===== config.mk =====
export PLATFORM = sky130hd
export DESIGN_NAME = seq_slice_adder
export DESIGN_NICKNAME = d
export VERILOG_FILES = /design/src/rtl/seq_adder_pkg.sv /design/src/rtl/byte_add_slice.sv /design/src/rtl/seq_slice_adder.sv
export SDC_FILE = /design/constraint.sdc
export NUM_CORES = 1
export LEC_CHECK = 0
export CELL_PAD_IN_SITES_DETAIL_PLACEMENT = 1
export CELL_PAD_IN_SITES_GLOBAL_PLACEMENT = 1
export CORE_MARGIN = 2
export CORE_UTILIZATION = 38
export CTS_CLUSTER_SIZE = 20
export DETAILED_ROUTE_END_ITERATION = 7
export PLACE_DENSITY_LB_ADDON = 0.15
export SKIP_LAST_GASP = 1
export SYNTH_ARGS = -nofsm -noshare
export SYNTH_HDL_FRONTEND = slang
export SYNTH_HIERARCHICAL = 1
export SYNTH_SLANG_ARGS = --single-unit

===== constraint.sdc =====
create_clock -name clk -period 5.4 [get_ports clk]
set_input_delay 1.35 -clock clk [delete_from_list [all_inputs] [get_ports clk]]
set_output_delay 1.35 -clock clk [all_outputs]
set_load 0.03 [all_outputs]

===== src/rtl/seq_adder_pkg.sv =====
// Shared types and constants for the slice-serial adder.
package seq_adder_pkg;

    typedef enum logic [1:0] {
        IDLE = 2'd0,
        RUN  = 2'd1,
        DONE = 2'd2
    } state_t;

    localparam int DEF_WIDTH = 32;
    localparam int DEF_SLICE = 8;

    // A single-slice build still needs a one-bit counter.
    function automatic int cnt_width(input int nslice);
        return (nslice > 1) ? $clog2(nslice) : 1;
    endfunction

endpackage


===== src/rtl/byte_add_slice.sv =====
// Combinational SLICE-bit ripple-carry adder; the only arithmetic in the design.
module byte_add_slice
    import seq_adder_pkg::*;
#(
    parameter int SLICE = DEF_SLICE
) (
    input  logic [SLICE-1:0] a,
    input  logic [SLICE-1:0] b,
    input  logic             ci,
    output logic [SLICE-1:0] sum,
    output logic             co
);

    logic [SLICE:0] c;

    always_comb begin
        c    = '0;
        sum  = '0;
        c[0] = ci;
        for (int i = 0; i < SLICE; i++) begin
            sum[i]   = a[i] ^ b[i] ^ c[i];
            c[i+1]   = (a[i] & b[i]) | (c[i] & (a[i] ^ b[i]));
        end
        co = c[SLICE];
    end

endmodule


===== src/rtl/seq_slice_adder.sv =====
// Multi-cycle adder: one SLICE-bit slice reused LSB-first, carry chained through a register.
// Optional subtract mode (sub input, ovf output) enabled by defining SEQ_SLICE_ADDER_SUB_EN.
//
//   state | meaning
//   IDLE  | in_ready high, waiting for operands
//   RUN   | one slice per cycle, counter selects the slice
//   DONE  | result presented, held until out_ready
module seq_slice_adder
    import seq_adder_pkg::*;
#(
    parameter int WIDTH = DEF_WIDTH,
    parameter int SLICE = DEF_SLICE
) (
    input  logic             clk,
    input  logic             reset,
    input  logic             in_valid,
    output logic             in_ready,
    input  logic [WIDTH-1:0] x,
    input  logic [WIDTH-1:0] y,
    input  logic             cin,
    output logic             out_valid,
    input  logic             out_ready,
    output logic [WIDTH-1:0] s,
    output logic             cout,
    output logic             busy
`ifdef SEQ_SLICE_ADDER_SUB_EN
    ,
    input  logic             sub,
    output logic             ovf
`endif
);

    localparam int NSLICE = WIDTH / SLICE;
    localparam int CW     = cnt_width(NSLICE);

    state_t                        state_q, state_d;
    logic [NSLICE-1:0][SLICE-1:0]  x_q, x_d;
    logic [NSLICE-1:0][SLICE-1:0]  y_q, y_d;
    logic [NSLICE-1:0][SLICE-1:0]  s_q, s_d;
    logic                          carry_q, carry_d;
    logic                          cout_q, cout_d;
    logic [CW-1:0]                 cnt_q, cnt_d;
    logic [SLICE-1:0]              slice_sum;
    logic                          slice_co;
    logic                          last_slice;

    byte_add_slice #(.SLICE(SLICE)) u_slice (
        .a   (x_q[cnt_q]),
        .b   (y_q[cnt_q]),
        .ci  (carry_q),
        .sum (slice_sum),
        .co  (slice_co)
    );

    assign last_slice = (cnt_q == CW'(NSLICE - 1));

`ifdef SEQ_SLICE_ADDER_SUB_EN
    logic ovf_q, ovf_d;
    logic msb_cin;

    // Carry into the MSB recovered from the final slice's top sum bit.
    assign msb_cin = slice_sum[SLICE-1] ^ x_q[cnt_q][SLICE-1] ^ y_q[cnt_q][SLICE-1];
    assign ovf     = ovf_q;
`endif

    always_comb begin
        state_d   = state_q;
        x_d       = x_q;
        y_d       = y_q;
        s_d       = s_q;
        carry_d   = carry_q;
        cout_d    = cout_q;
        cnt_d     = cnt_q;
        in_ready  = 1'b0;
        out_valid = 1'b0;
        busy      = 1'b0;
`ifdef SEQ_SLICE_ADDER_SUB_EN
        ovf_d     = ovf_q;
`endif
        case (state_q)
            IDLE: begin
                in_ready = 1'b1;
                if (in_valid) begin
                    x_d     = x;
`ifdef SEQ_SLICE_ADDER_SUB_EN
                    y_d     = sub ? ~y : y;
                    carry_d = sub ? 1'b1 : cin;
`else
                    y_d     = y;
                    carry_d = cin;
`endif
                    cnt_d   = '0;
                    state_d = RUN;
                end
            end
            RUN: begin
                busy       = 1'b1;
                s_d[cnt_q] = slice_sum;
                carry_d    = slice_co;
                cnt_d      = cnt_q + CW'(1);
                if (last_slice) begin
                    cout_d  = slice_co;
                    state_d = DONE;
`ifdef SEQ_SLICE_ADDER_SUB_EN
                    ovf_d   = msb_cin ^ slice_co;
`endif
                end
            end
            DONE: begin
                busy      = 1'b1;
                out_valid = 1'b1;
                if (out_ready) begin
                    state_d = IDLE;
                end
            end
            default: state_d = IDLE;
        endcase
    end

    always_ff @(posedge clk) begin
        if (reset) begin
            state_q <= IDLE;
            x_q     <= '0;
            y_q     <= '0;
            s_q     <= '0;
            carry_q <= 1'b0;
            cout_q  <= 1'b0;
            cnt_q   <= '0;
`ifdef SEQ_SLICE_ADDER_SUB_EN
            ovf_q   <= 1'b0;
`endif
        end else begin
            state_q <= state_d;
            x_q     <= x_d;
            y_q     <= y_d;
            s_q     <= s_d;
            carry_q <= carry_d;
            cout_q  <= cout_d;
            cnt_q   <= cnt_d;
`ifdef SEQ_SLICE_ADDER_SUB_EN
            ovf_q   <= ovf_d;
`endif
        end
    end

    assign s    = s_q;
    assign cout = cout_q;

endmodule

==> results by group <==
Power
  – Peak supply drop: 0.153 mV
  – Leakage: 2.07 nW
  – Power density of the placed cells: 416 nW/um^2

CTS
  – CTS Sinks: about 100
  – CTS resizes: 0
  – Clock tree buffer depth: 2
  – Clock slew at reported path FFs: approximately 0.070 ns
  – Clock Latency Late Sink: 0.34 ns
  – Cts hold-fix bufs: 0
  – Num CTS Buffers: 9
  – Root Driver: clkbuf_16
  – Setup Buffers After CTS: 0
  – H-tree depth: 3
  – CTS tree: built

Global route
  – First-pass GRT wire length: 20.0 mm
  – Largest net degree at the start of global routing: 72
  – Grt total ovfl: 0
  – Initial antenna violation count: 0
  – Vias in the first global route: 3951
  – Overall Global Routing Usage: roughly a fifth

Yosys
  – Sequential area share after synthesis: 44.3%
  – YS warnings: 6
  – Yosys cell types: 28
  – Most common library cells after synthesis: 156 x nand2_1, 102 x dfxtp_1, 50 x a21oi_2
  – Cell with the most instances after synthesis: nand2_1
  – Synthesized Nets: 591
  – Syn Inst Count: 506
  – Ranking of synthesized cells by area: dfxtp_1 44%, nand2_1 13%, a21oi_2 9.5%
  – Mapped Area: 4610 sq um
  – Post-synth ARST share: 0%
  – Avg Cell Area, Syn: just over 9 sq um
  – EDFF count, synth: 0
  – Synth Flop Type: dfxtp_1
  – Synth top area share: 44.3%
  – Synth area leader: dfxtp_1
  – Flip-flop and latch count after synthesis: roughly 100

Cells and area
  – Nets: 672
  – Fin area: approximately 6000 sq um
  – Filler instances: 1401
  – Footprint of the multi-input gates: 2270 sq um
  – Reg area: ~2000 sq um
  – Area Growth Syn to Fin: 29.5%
  – Util after Layout: 50.1%
  – Number of antenna diodes: 0
  – Layout cells sized above 1: 16.9%

Hold path
  – WHS Endpoint: s[1]
  – Min-delay worst type: reg -> reg
  – Hold path start: s[1]
  – Cells on Worst Hold Path: 2

Worst setup path
  – Crit path max fanout: 9
  – Reg-to-reg slack, setup: 0.59 ns
  – Most frequent cell on the critical path: fa_1
  – CP max stage cell: dfxtp_1
  – Capture point of the worst reg-to-reg path: s[7]
  – CP Capture Type: register
  – Ordered list of cells on the worst path: mux4_2 -> fa_1 -> inv_1 -> fa_1 -> inv_1 -> fa_1 -> fa_1 -> fa_1 -> fa_1 -> fa_1 -> inv_1 -> fa_1 -> inv_1 -> nand3_1 -> a21oi_1
  – CP Launch Type: register
  – CP arrival: between 5 and 6 ns
  – Crit Path Class: reg -> reg
  – R2R depth: 15
  – Worst path max stage delay: 0.65 ns
  – Reg-to-reg startpoint: cnt_q[0]
  – Crit path launch: cnt_q[0]
  – Data required, critical path: 5.66 ns

Drt
  – Vias per cell: 5.11
  – Via total after detailed routing: 3772
  – Number of DRC markers in iteration 0: 163
  – Antenna-violating nets left: 0
  – DRC Markers: 0
  – Post-DR wirelength/cell: 16.6 um
  – Drt pass-1 iters: 4
  – Total Wirelength: 12.3 mm

Placed design
  – DP Worst Slack: 0.577 ns
  – Area post-placement: 5620 sq um
  – DP HPWL: 8.72 mm
  – GPL Wtd Cong: 0.779
  – PortBufs: between 100 and 150

Die
  – Die Ht: about 110 um
  – Num rows: 40
  – Area of the core: ~12000 sq um
  – Starting density of the core: 38.7%
  – Die Width: 114 um
  – Full die area: 13000 sq um
  – Top Ports: 105

Timing
  – Final hold violations: 0
  – Measured slew at the worst slew-check pin: 1.22 ns
  – Skew final: 0.00717 ns
  – Fmax: 0.208 GHz
  – Slew Limit Fails: 0
  – Sum of negative setup slack: 0 ns
  – Final setup fails: 0
  – Max_slew headroom: 18.6%
  – Final Cycle Share: between 80% and 90%
  – Min cycle time layout: 4.81 ns
  – Worst setup margin: 0.594 ns
  – RSZ-0062 raised after global routing: false

Outcome
  – Outcome: completed

Run
  – Max-Cap Viols: 0
==> critical path, delay by kind of cell (launching register included) <==
| family | cells | cell delay [ns] |
|---|---|---|
| AOI/OAI and AO/OA | 1 | 0.14 |
| adders and majority gates | 8 | 2.95 |
| buffers and inverters | 4 | 0.31 |
| DFF | 1 | 0.65 |
| muxes | 1 | 0.59 |
| and+or+nand+nor | 1 | 0.08 |
==> power by group <==
part | total [mW] | internal [mW] | switching (mW)
sequential | 0.925 | 0.853 | 0.0715
combinational | 0.806 | 0.300 | 0.506
clock | 0.752 | 0.465 | 0.287
total | 2.48 | 1.62 | 0.864
==> metal layers <==
metal / up-vias / part of all wire (%) / global-route usage, %
met4: 0 / 2.1 / 7.48
met2: 82 / 50 / 34.1
li1: 1842 / - / -
met1: 1827 / 45 / 25.5
met3: 21 / 3.1 / 2.28
met5: - / 0 / 0
==> registers in the layout (all words and copies together) (netlist names) <==
register  flops
s            32
x_q          32
carry_q       1
cout          1
cnt_q         2
state_q       2
y_q          32
==> worst max-delay path by stage <==
stage               cells after the start  slack [ns]  endpoint
CTS                                    15        0.57      s[7]
global placement                       15        0.65     s[31]
detailed placement                     15        0.58      s[7]
global route                           15        0.28     s[15]
finish                                 15        0.59      s[7]
floorplan                              16        0.95     s[31]
==> placed cells by master (no fill, tap or decap), drive strengths merged <==
cell type      instances
mux4                  16
nand3                 33
inv                   15
o211a                  1
and2                   1
xnor2                  1
a21oi                 98
and3                   1
nand4                  2
nand2b                 4
dfxtp                102
nand2                168
o31ai                  2
nor2                   4
bufinv                 3
fa                     8
a2111oi                1
clkdlybuf4s50        103
buf                    5
nor2b                  2
clkbuf                10
ha                     8
mux2i                  1
clkinvlp               1
a32oi                  1
==> area by class of cell <==
type / instances / area share, %
repair buffers: 108 / 17.9
inverters: 14 / 0.881
clock buffers: 10 / 4.01
well taps: 147 / 3.08
clock inverters: 5 / 1.78
multi-input cells: 352 / 38.1
flip-flops and latches: 102 / 34.2
==> per-stage QoR <==
| step | cells | power (mW) | hold WS, ns |
|---|---|---|---|
| 2_1_floorplan | 506 | 1.54 | 0.433 |
| 3_3_place_gp | 723 | 1.73 | 0.441 |
| 3_5_place_dp | 723 | 1.75 | 0.447 |
| 4_1_cts | 738 | 2.51 | 0.457 |
| 5_1_grt | 738 | 2.62 | 0.474 |
| 6_report | 738 | 2.48 | 0.457 |
==> logic make-up after synthesis <==
| kind of cell | after synthesis | synth area share [%] |
|---|---|---|
| and+or+nand+nor | 215 | 19.7 |
| AOI/OAI and AO/OA | 103 | 15.8 |
| DFF | 102 | 44.3 |
| buffers and inverters | 52 | 6.36 |
| muxes | 17 | 8.04 |
| adders and majority gates | 16 | 5.65 |
| xor gates and xnor gates | 1 | 0.190 |
Note: power is estimated with default switching activity, not from simulation.
